**src/rtl/pos_pkg.sv**
```systemverilog
// rtl/pos_pkg.sv - shared types, status bit indices and helpers for pos_tracker
package pos_pkg;

  typedef enum logic [1:0] {STEP_NONE, STEP_INC, STEP_DEC, STEP_ERR} step_t;
  typedef enum logic [1:0] {S00 = 2'b00, S01 = 2'b01, S11 = 2'b11, S10 = 2'b10} gray_t;

  localparam int ST_XMOV    = 0;
  localparam int ST_YMOV    = 1;
  localparam int ST_XERR    = 2;
  localparam int ST_YERR    = 3;
  localparam int ST_XLIM    = 4;
  localparam int ST_YLIM    = 5;
  localparam int ST_RCNT_LO = 6;
  localparam int ST_RCNT_HI = 7;

  function automatic logic at_limit(input logic [7:0] v);
    return (v == 8'h00) || (v == 8'hFF);
  endfunction

  // A saturated INC/DEC leaves the value unchanged but still counts as a step.
  function automatic logic [7:0] step_pos(input logic [7:0] v, input step_t s, input bit sat);
    logic [7:0] r;
    r = v;
    if (s == STEP_INC && !(sat && v == 8'hFF)) r = v + 8'd1;
    else if (s == STEP_DEC && !(sat && v == 8'h00)) r = v - 8'd1;
    return r;
  endfunction

endpackage

```
**src/rtl/pos_tracker_if.sv**
```systemverilog
// rtl/pos_tracker_if.sv - quadrature pins, control and snapshot bytes of pos_tracker
interface pos_tracker_if;
  logic       x_a;
  logic       x_b;
  logic       y_a;
  logic       y_b;
  logic       hold;
  logic       clear;
  logic [7:0] x_pos;
  logic [7:0] y_pos;
  logic [7:0] status;

  modport master (output x_a, x_b, y_a, y_b, hold, clear,
                  input  x_pos, y_pos, status);
  modport slave  (input  x_a, x_b, y_a, y_b, hold, clear,
                  output x_pos, y_pos, status);
endinterface

```
**src/rtl/pos_tracker_quad_decoder.sv**
```systemverilog
// rtl/pos_tracker_quad_decoder.sv - per-axis synchronizer, priming counter and Gray step decoder
module quad_decoder
  import pos_pkg::*;
#(
  parameter int SYNC_STAGES = 2
) (
  input  logic  clk,
  input  logic  rst_n,
  input  logic  a_i,
  input  logic  b_i,
  output step_t step_o
);

  logic [SYNC_STAGES-1:0] a_sync_q;
  logic [SYNC_STAGES-1:0] b_sync_q;
  logic [2:0]             prime_cnt_q;
  logic                   primed_q;
  gray_t                  state_q;
  gray_t                  sample;

  assign sample = gray_t'({a_sync_q[SYNC_STAGES-1], b_sync_q[SYNC_STAGES-1]});

  always_comb begin
    step_o = STEP_NONE;
    if (primed_q && sample != state_q) begin
      step_o = STEP_ERR;
      case (state_q)
        S00: if (sample == S01) step_o = STEP_INC; else if (sample == S10) step_o = STEP_DEC;
        S01: if (sample == S11) step_o = STEP_INC; else if (sample == S00) step_o = STEP_DEC;
        S11: if (sample == S10) step_o = STEP_INC; else if (sample == S01) step_o = STEP_DEC;
        S10: if (sample == S00) step_o = STEP_INC; else if (sample == S11) step_o = STEP_DEC;
        default: step_o = STEP_ERR;
      endcase
    end
  end

  // Until the chain holds real pin samples, the first one is adopted silently.
  always_ff @(posedge clk or negedge rst_n) begin
    if (!rst_n) begin
      a_sync_q    <= '0;
      b_sync_q    <= '0;
      prime_cnt_q <= '0;
      primed_q    <= 1'b0;
      state_q     <= S00;
    end else begin
      a_sync_q <= {a_sync_q[SYNC_STAGES-2:0], a_i};
      b_sync_q <= {b_sync_q[SYNC_STAGES-2:0], b_i};
      if (!primed_q) begin
        if (prime_cnt_q == 3'(SYNC_STAGES)) begin
          primed_q <= 1'b1;
          state_q  <= sample;
        end else begin
          prime_cnt_q <= prime_cnt_q + 3'd1;
        end
      end else begin
        state_q <= sample;
      end
    end
  end

endmodule

```
**src/rtl/pos_tracker.sv**
```systemverilog
// rtl/pos_tracker.sv - two-axis quadrature position tracker with sticky flags and freezable snapshot
module pos_tracker
  import pos_pkg::*;
#(
  parameter bit         SATURATE    = 1'b1,
  parameter logic [7:0] X_INIT      = 8'd128,
  parameter logic [7:0] Y_INIT      = 8'd128,
  parameter int         SYNC_STAGES = 2
) (
  input logic          clk,
  input logic          rst_n,
  pos_tracker_if.slave bus
);

  localparam logic [7:0] STATUS_RST = {2'b00, at_limit(Y_INIT), at_limit(X_INIT), 4'b0000};

  step_t      x_step;
  step_t      y_step;
  logic [7:0] x_q, x_d;
  logic [7:0] y_q, y_d;
  logic [3:0] flags_q, flags_d;
  logic [1:0] rcnt_q, rcnt_d;
  logic [7:0] live_status;
  logic [7:0] x_pos_q, y_pos_q, status_q;

  quad_decoder #(.SYNC_STAGES(SYNC_STAGES)) u_x_dec (
    .clk   (clk),
    .rst_n (rst_n),
    .a_i   (bus.x_a),
    .b_i   (bus.x_b),
    .step_o(x_step)
  );

  quad_decoder #(.SYNC_STAGES(SYNC_STAGES)) u_y_dec (
    .clk   (clk),
    .rst_n (rst_n),
    .a_i   (bus.y_a),
    .b_i   (bus.y_b),
    .step_o(y_step)
  );

  // Clear is applied first so a same-cycle set event survives it.
  always_comb begin
    x_d     = step_pos(x_q, x_step, SATURATE);
    y_d     = step_pos(y_q, y_step, SATURATE);
    flags_d = bus.clear ? 4'b0000 : flags_q;
    if (x_step == STEP_INC || x_step == STEP_DEC) flags_d[ST_XMOV] = 1'b1;
    if (y_step == STEP_INC || y_step == STEP_DEC) flags_d[ST_YMOV] = 1'b1;
    if (x_step == STEP_ERR) flags_d[ST_XERR] = 1'b1;
    if (y_step == STEP_ERR) flags_d[ST_YERR] = 1'b1;
    rcnt_d  = rcnt_q + {1'b0, bus.clear};
  end

  assign live_status = {rcnt_q, at_limit(y_q), at_limit(x_q), flags_q};

  always_ff @(posedge clk or negedge rst_n) begin
    if (!rst_n) begin
      x_q      <= X_INIT;
      y_q      <= Y_INIT;
      flags_q  <= '0;
      rcnt_q   <= '0;
      x_pos_q  <= X_INIT;
      y_pos_q  <= Y_INIT;
      status_q <= STATUS_RST;
    end else begin
      x_q     <= x_d;
      y_q     <= y_d;
      flags_q <= flags_d;
      rcnt_q  <= rcnt_d;
      if (!bus.hold) begin
        x_pos_q  <= x_q;
        y_pos_q  <= y_q;
        status_q <= live_status;
      end
    end
  end

  assign bus.x_pos  = x_pos_q;
  assign bus.y_pos  = y_pos_q;
  assign bus.status = status_q;

endmodule

```
**src/flat_wrapper.sv**
```systemverilog
// flat-port wrapper written by rule: the top's interface ports become plain ports
module pos_tracker_flat import pos_pkg::*;
#(
  parameter bit         SATURATE    = 1'b1,
  parameter logic [7:0] X_INIT      = 8'd128,
  parameter logic [7:0] Y_INIT      = 8'd128,
  parameter int         SYNC_STAGES = 2
)
  (clk, rst_n, bus_x_a, bus_x_b, bus_y_a, bus_y_b, bus_hold, bus_clear, bus_x_pos, bus_y_pos, bus_status);
  pos_tracker_if bus_i ();
  input logic clk;
  input logic rst_n;
  input wire logic [$bits(bus_i.x_a)-1:0] bus_x_a;
  input wire logic [$bits(bus_i.x_b)-1:0] bus_x_b;
  input wire logic [$bits(bus_i.y_a)-1:0] bus_y_a;
  input wire logic [$bits(bus_i.y_b)-1:0] bus_y_b;
  input wire logic [$bits(bus_i.hold)-1:0] bus_hold;
  input wire logic [$bits(bus_i.clear)-1:0] bus_clear;
  output wire logic [$bits(bus_i.x_pos)-1:0] bus_x_pos;
  output wire logic [$bits(bus_i.y_pos)-1:0] bus_y_pos;
  output wire logic [$bits(bus_i.status)-1:0] bus_status;
  assign bus_i.x_a = bus_x_a;
  assign bus_i.x_b = bus_x_b;
  assign bus_i.y_a = bus_y_a;
  assign bus_i.y_b = bus_y_b;
  assign bus_i.hold = bus_hold;
  assign bus_i.clear = bus_clear;
  assign bus_x_pos = bus_i.x_pos;
  assign bus_y_pos = bus_i.y_pos;
  assign bus_status = bus_i.status;
  pos_tracker #(.SATURATE(SATURATE), .X_INIT(X_INIT), .Y_INIT(Y_INIT), .SYNC_STAGES(SYNC_STAGES)) u_core (.clk(clk), .rst_n(rst_n), .bus(bus_i));
endmodule
```
**config.mk**
```make
export PLATFORM = sky130hd
export DESIGN_NAME = pos_tracker_flat
export DESIGN_NICKNAME = d
export VERILOG_FILES = /design/src/rtl/pos_pkg.sv /design/src/rtl/pos_tracker_if.sv /design/src/rtl/pos_tracker_quad_decoder.sv /design/src/rtl/pos_tracker.sv /design/src/flat_wrapper.sv
export SDC_FILE = /design/constraint.sdc
export NUM_CORES = 1
export LEC_CHECK = 0
export CELL_PAD_IN_SITES_DETAIL_PLACEMENT = 1
export CELL_PAD_IN_SITES_GLOBAL_PLACEMENT = 1
export CORE_MARGIN = 3
export CORE_UTILIZATION = 30
export DETAILED_ROUTE_END_ITERATION = 10
export PLACE_DENSITY = 0.53
export SYNTH_ARGS = -nofsm -noshare
export SYNTH_HDL_FRONTEND = slang
export SYNTH_SLANG_ARGS = --single-unit
export TNS_END_PERCENT = 5
```
**constraint.sdc**
```tcl
create_clock -name clk -period 4.25 [get_ports clk]
set_clock_uncertainty 0.05 [all_clocks]
set_input_delay 0.425 -clock clk [delete_from_list [all_inputs] [get_ports clk]]
set_output_delay 0.425 -clock clk [all_outputs]
set_load 0.005 [all_outputs]
```
==> summary.md, run 1 <==
| Metric | Value |
|---|---|
| Outcome | completed |
| DRC errors left | 0 |
| Initial Util | 0.3118 |
| Worst slew pin tran | 1.065 ns |
| Max FO, Critical Path | 10 |
| Worst setup startpoint | u_core.u_y_dec.a_sync_q[1] |
| RSZ-0062 raised after global routing | false |
| Worst hold path class | input pin to asynchronous set/reset pin |
| R2R cell count | 12 |
| Setup-failing EPs final | 0 |
| Reg2reg start | u_core.u_y_dec.a_sync_q[1] |
| Hold_buf cts | 0 |
| H-tree depth | 3 |
| Yosys top cell by area | dfrtp_1 |
| Slew Viols, Final | 0 |
| Placeable Area | 10,420 sq um |
| WP data arrival | between 3 and 4 ns |
| First-pass GRT wire length | 11,350 um |
| Post-CTS setup buffer count | 0 |
| Net Sw Power | around 850 uW |
| CTS tree | done |
| Clk sink count | 66 |
| Total vias in the final route | 2,074 |
| Synth Area in Simple Gates | 0.06972 |
| ANT nets after route | 0 |
| Clock transition at the registers of the reported paths | 0.08 ns |
| Post-cts resize count | 0 |
| Longest Clk Path Bufs | 2 |
| Final Core Density | 0.3767 |
| Number of enable flip-flop cells after synthesis | 0 |
| GR Util All Layers | 0.1226 |
| Type of origin of the critical path | flip-flop |
| Adder-Cell Fraction of Synth Area | 0.1048 |
| CP Capture Type | flip-flop |
| Mapped Area | about 3200 sq um |
| Slew HR | 0.2898 |
| Chip width | 110.1 um |
| Power Dens Cells | 675.0 nW/um^2 |
| Row count | 37 |
| Gr ovfl total | 0 |
| Largest family of logic cells by synthesized area | multiplexers |
| Input/output buffers | 31 |
| Synth unique cells | 34 |
| Sequential share of power | 0.389 |
| F_max | about 310 MHz |
| Sequential share of the synthesized area | 0.5100 |
| Synth Area in Compound Gates | 0.09707 |
| Mux share of post-synthesis cell area | 0.1418 |
| Largest net degree at the start of global routing | 47 |
| WL per Instance | 14.46 um |
| Post-synth top cells | dfrtp_1 (62), mux2_2 (28), ha_1 (24) |
| First-pass iteration count of the detailed router | 4 |
| Diodes inserted | 0 |
| Clk Latency, worst-skew pair | 0.35 ns |
| Flops & latches, synth | 66 |
| Synth Area in XOR/XNOR | 0.05123 |
| Mapped Avg Cell Area | 12.30 sq um |
| R2R Setup Slk | 1.04 ns |
| Critical Path RT | 4.48 ns |
| Via density | roughly 4.7 |
| Dpl hpwl | 4517 um |
| Initial detailed-routing violation count | 64 |
| Share of cells above drive strength 1 | 0.2045 |
| YS warnings | 0 |
| Internal power | approximately 1.8 mW |
| Final nets | between 300 and 400 |
| Fin crit period | 3.206 ns |
| Area delta synth->final | 20.80% |
| Leading cell type by number of instances after synthesis | dfrtp_1 |
| Max-cap viol count | 0 |
| Post-Route WL | 6421 um |
| Die Y | 110.1 um |
| DIE AREA | 12,110 sq um |
| Yosys top cell area share | 0.4777 |
| Syn nets | between 200 and 300 |
| Antenna violations before repair | 0 |
| Leak Pwr | between 1.5 and 2 nW |
| CTS buffer count | 9 |
| Setup CP Type | flip-flop to flip-flop |
| Final Cycle Share | 0.7542 |
| Net Sw Frac | 0.3224 |
| Clock power share | 0.222 |
| Final setup TNS | 0 ns |
| Logic pwr share | 0.389 |
| Top post-synthesis cells by area | dfrtp_1 (48%), mux2_2 (9.7%), ha_1 (9.2%) |
| GPL Wtd Cong | 0.7618 |
| Synth Instances | roughly 260 |
| I/O pin count | 32 |
| Vias in the first global route | 2,293 |
| Hold Vio Cnt, Final | 0 |
| Root cell of the clock tree | clkbuf_8 |
| RR Endpoint | u_core.y_q[7] |
| Synth Flop Type | dfrtp_1 |
| Worst VDD drop | 0.1964 mV |
| Post-synth ARST share | 1.000 |
-- routing by layer --
metal | GRT usage | share of wire | vias to the layer above
met2 | 0.2101 | 0.51 | 20
met3 | 0.03494 | 0.028 | 9
met1 | 0.1457 | 0.44 | 1032
li1 | - | - | 1013
met5 | 0 | 0 | -
met4 | 0.04541 | 0.017 | 0
-- critical path: stages, from the launching register on --
cell and delay [ns]:
dfrtp_1 0.44, nor2b_1 0.17, or3b_2 0.45, o211ai_1 0.13
inv_1 0.10, ha_1 0.21, o21ai_2 0.18, ha_1 0.35
a211oi_1 0.29, nor3_1 0.10, a211oi_1 0.23, mux2i_1 0.25
xor2_1 0.17
-- flip-flops by register name, summed over array words and instances, names as in the netlist, 3 cells and up --
name                        count
u_core.u_y_dec.prime_cnt_q      3
u_core.u_x_dec.prime_cnt_q      3
u_core.flags_q                  4
u_core.x_q                      8
u_core.bus.y_pos                8
u_core.bus.status               8
u_core.y_q                      8
u_core.bus.x_pos                8
-- final cells by class --
type,instances,area [sq um]
Clock buffer,11,141.4
Clock inverter,5,77.57
Fill cell,1129,6492
Inverter,13,48.80
Multi-Input combinational cell,180,1509
Sequential cell,66,1657
Tap cell,136,170.2
Timing Repair Buffer,33,320.3
-- placed cells by master, fill, tap and decap left out, types with 2 or more instances in the layout --
| cell | count |
|---|---|
| clkdlybuf4s50_1 | 30 |
| o21ai_2 | 2 |
| bufinv_16 | 2 |
| mux2_4 | 7 |
| nand2_1 | 12 |
| a21oi_1 | 19 |
| o21bai_1 | 4 |
| inv_1 | 13 |
| o211ai_1 | 2 |
| nand3_1 | 5 |
| o21ai_0 | 11 |
| buf_4 | 2 |
| nor2b_1 | 2 |
| a21o_1 | 5 |
| dfstp_2 | 4 |
| nor2_1 | 9 |
| clkinv_2 | 2 |
| xor2_1 | 7 |
| clkbuf_8 | 10 |
| and2_1 | 2 |
| ha_1 | 24 |
| nor3_1 | 3 |
| a211oi_1 | 4 |
| mux2_2 | 28 |
| xnor2_1 | 12 |
| fa_1 | 2 |
| or3b_2 | 2 |
| nand4_1 | 5 |
| mux2i_1 | 4 |
| dfrtp_1 | 62 |
| nor4_1 | 4 |
-- stage by stage --
stage	instances	setup slack, ns	instance area, sq um	total power [mW]	hold WS [ns]
CTS	444	1.041	3924	2.702	0.2642
finish	444	1.044	3924	2.648	0.2064
global route	444	0.8111	3924	2.872	0.3075
floorplan	264	1.330	3248	1.701	0.07941
global placement	428	1.148	3705	2.079	0.2846
detailed placement	428	1.073	3705	2.089	0.2858
-- worst max-delay path by stage --
| stage | to | slack [ns] | cells after the start |
|---|---|---|---|
| after global placement | u_core.y_q[7] | 1.15 | 12 |
| after global routing | u_core.y_q[7] | 0.81 | 12 |
| after detailed placement | u_core.y_q[7] | 1.07 | 12 |
| final | u_core.y_q[7] | 1.04 | 12 |
| after CTS | u_core.y_q[7] | 1.04 | 12 |
| after floorplan | u_core.y_q[7] | 1.33 | 12 |
-- power groups by stage --
stage	sequential, mW	clock (mW)	combinational (mW)
floorplan	1.00	0	0.697
global placement	1.05	0	1.03
detailed placement	1.05	0	1.04
CTS	1.04	0.614	1.05
global route	1.07	0.640	1.16
finish	1.03	0.587	1.03
-- cell families (layout without fill, tap and decap cells) --
family                     after synthesis  after routing
buffers and inverters                   18             62
DFF                                     66             66
muxes                                   39             39
and+or+nand+nor                         45             45
AOI/OAI and AO/OA                       51             51
xor gates and xnor gates                19             19
adders and majority gates               26             26
No activity file was read; power rests on OpenSTA's default activity.
==> inputs of run 2 (changes only) <==
clock period = 3.1 ns   (was 4.25 ns; I/O delays follow)
==> run 2 against run 1 <==
Compared with the run above:
- clock power up 9.2%
- via count grew 2.9%
- count of clock-buffer cells in the layout is 2 higher
- largest power group is now combinational logic
- hold slack improved by 0.095 ns
- highest routed layer unchanged
==> summary.md, run 2 (synthesis gave the netlist of run 1 again) <==
| Metric | Value |
|---|---|
| Clock transition at the registers of the reported paths | 0.07 ns |
| Non-Filler Instances | 451 |
| First-pass GRT wire length | 11,250 um |
| CTS tree | done |
| Slew HR | 0.5860 |
| Hold EP | u_core.u_x_dec.a_sync_q[1] |
| Power Dens Cells | roughly 900 nW/um^2 |
| Setup-failing EPs final | 0 |
| Most common library cell in the layout ignoring fill and taps | dfrtp_1 |
| Input/output buffers | 31 |
| Row count | 37 |
| Die Y | 110.1 um |
| Post-Route WL | ~6600 um |
| Slew Viols, Final | 0 |
| ANT nets after route | 0 |
| Fin Hold WS | 0.3019 ns |
| Antenna violations before repair | 0 |
| Initial Util | 0.3118 |
| Chip width | 110.1 um |
| Hold_sp | u_core.u_x_dec.a_sync_q[0] |
| Commonest cells after routing, fill and taps aside | dfrtp_1 (61), clkdlybuf4s50_1 (30), mux2_2 (28), a21oi_1 (17), ha_1 (17) |
| Final nets | 344 |
| RSZ-0062 raised after global routing | true |
| Worst VDD drop | 0.2888 mV |
| Dpl cells | 431 |
| Clk sink count | 66 |
| Worst hold path depth | 0 |
| Total vias in the final route | 2,134 |
| Gr ovfl total | 0 |
| Clk Latency, worst-skew pair | 0.34 ns |
| Dpl hpwl | about 4700 um |
| GPL Wtd Cong | 0.7446 |
| H-tree depth | 3 |
| Crit path cell chain | nor2b_1, or3b_2, o211ai_1, inv_1, ha_2, o21ai_4, buf_6, ha_2, nand3_1, nor3_1, a211oi_2, mux2i_1, xor2_1 |
| WP data arrival | 3.19 ns |
| R2R cell count | 13 |
| Hold Vio Cnt, Final | 0 |
| Top Metal Used | met4 |
| RR Endpoint | u_core.y_q[7] |
| F_max | 336.2 MHz |
| Share of cells above drive strength 1 | 0.2571 |
| DIE AREA | 12,110 sq um |
| Initial detailed-routing violation count | 50 |
| WL per Instance | 14.67 um |
| Setup CP Type | flip-flop to flip-flop |
| Fin crit period | around 3.0 ns |
| Met2 wire len | 3220 um |
| CP Capture Type | flip-flop |
| Leak Pwr | 1.689 nW |
| Placeable Area | 10,420 sq um |
| Outcome | completed |
| Type of origin of the critical path | flip-flop |
| Max-cap viol count | 0 |
| Via density | 4.732 |
| Area delta synth->final | 24.04% |
| DRC errors left | 0 |
| Longest Clk Path Bufs | 2 |
| Reg2reg start | u_core.u_y_dec.a_sync_q[1] |
| Worst hold path class | flip-flop to flip-flop |
| First-pass iteration count of the detailed router | 3 |
| CTS buffer count | 9 |
| Largest net degree at the start of global routing | 28 |
| Slowest-stage cell, CP | or3b_2 |
| Worst slew pin tran | 0.6210 ns |
| R2R Setup Slk | ~0.13 ns |
| Critical Path RT | 3.32 ns |
| Critical Path Max Stage Delay | 0.46 ns |
| Final Cycle Share | 0.9594 |
| Vias in the first global route | 2,283 |
| Metal3 WL | 195 um |
| Layout filler cell count | about 1,100 |
| Root cell of the clock tree | clkbuf_8 |
| GR Util All Layers | 0.1208 |
| Max FO, Critical Path | 6 |
| I/O pin count | 32 |
| Diodes inserted | 0 |
| CP most frequent cell | ha_2 |
| Metal-1 WL | 3116 um |
-- run 2: changes by cell type in the layout (fill, tap and decap cells not counted), moves of 3 or more --
cell / delta
ha_1: -7
buf_4: +5
ha_4: +4
a211oi_1: -3
a211oi_2: +3
ha_2: +3
-- run 2: critical path: cells and delay by family (launching register included) --
| family | cells | cell delay [ns] |
|---|---|---|
| compound gates | 3 | 0.51 |
| flops | 1 | 0.41 |
| mux | 1 | 0.25 |
| xor+xnor | 1 | 0.18 |
| buf+inv | 2 | 0.26 |
| fa+ha+maj | 2 | 0.49 |
| simple gates | 4 | 0.75 |
-- run 2: area by class of cell --
class	instances	area, sq um	area share
sequential	66	1658	0.4115
multi-input combinational	180	1607	0.3988
timing repair buffer	40	379.1	0.09410
tap	136	170.2	0.04224
clock buffer	13	148.9	0.03696
inverter	13	48.80	0.01211
clock inverter	3	17.52	0.004348
-- run 2: how the worst max path moves through the flow --
stage	startpoint	end	slack [ns]
detailed placement	u_core.u_y_dec.a_sync_q[1]	u_core.y_q[7]	-0.02
floorplan	u_core.u_y_dec.a_sync_q[1]	u_core.y_q[7]	0.18
global route	u_core.u_x_dec.b_sync_q[1]	u_core.x_q[6]	-0.04
finish	u_core.u_y_dec.a_sync_q[1]	u_core.y_q[7]	0.13
CTS	u_core.u_y_dec.a_sync_q[1]	u_core.y_q[7]	0.003
global placement	u_core.u_y_dec.a_sync_q[1]	u_core.y_q[7]	0.09
-- run 2: timing repair --
action	4_1_cts	5_1_grt
gates cloned	0	0
hold endpoints to repair	24	0
resized for setup	3	18
pin swaps	0	4
endpoints found under the setup margin	2	6
setup buffers	0	3
hold buffers	1	0
-- run 2: per-stage QoR --
stage / utilization / worst slack, ns / cell area, sq um / setup TNS, ns / power (mW)
finish: 0.3868 / 0.1260 / 4029 / 0 / 3.610
global route: 0.3868 / -0.04175 / 4029 / -0.08480 / 3.920
CTS: 0.3755 / 0.002911 / 3911 / 0 / 3.551
detailed placement: 0.3578 / -0.01539 / 3727 / -0.01539 / 2.868
global placement: 0.3578 / 0.09300 / 3727 / 0 / 2.845
floorplan: - / 0.1796 / 3248 / 0 / 2.332
-- run 2: per-layer routing --
layer  global-route usage  up-vias
li1                     -     1028
met1               0.1536     1078
met2               0.1924       20
met3              0.03553        8
met4              0.04898        0
met5                    0        -
-- run 2: power breakdown --
group | switching (mW) | internal [mW] | total [mW]
registers | 0.282 | 1.16 | 1.44
clock network | 0.330 | 0.311 | 0.641
logic | 0.616 | 0.917 | 1.53
total | 1.23 | 2.38 | 3.61
==> inputs of run 3 (changes only) <==
SLEW_MARGIN = 20   (was default)
==> results of run 3 <==
The final DEF is identical to that of run 2; final timing and power are the same.
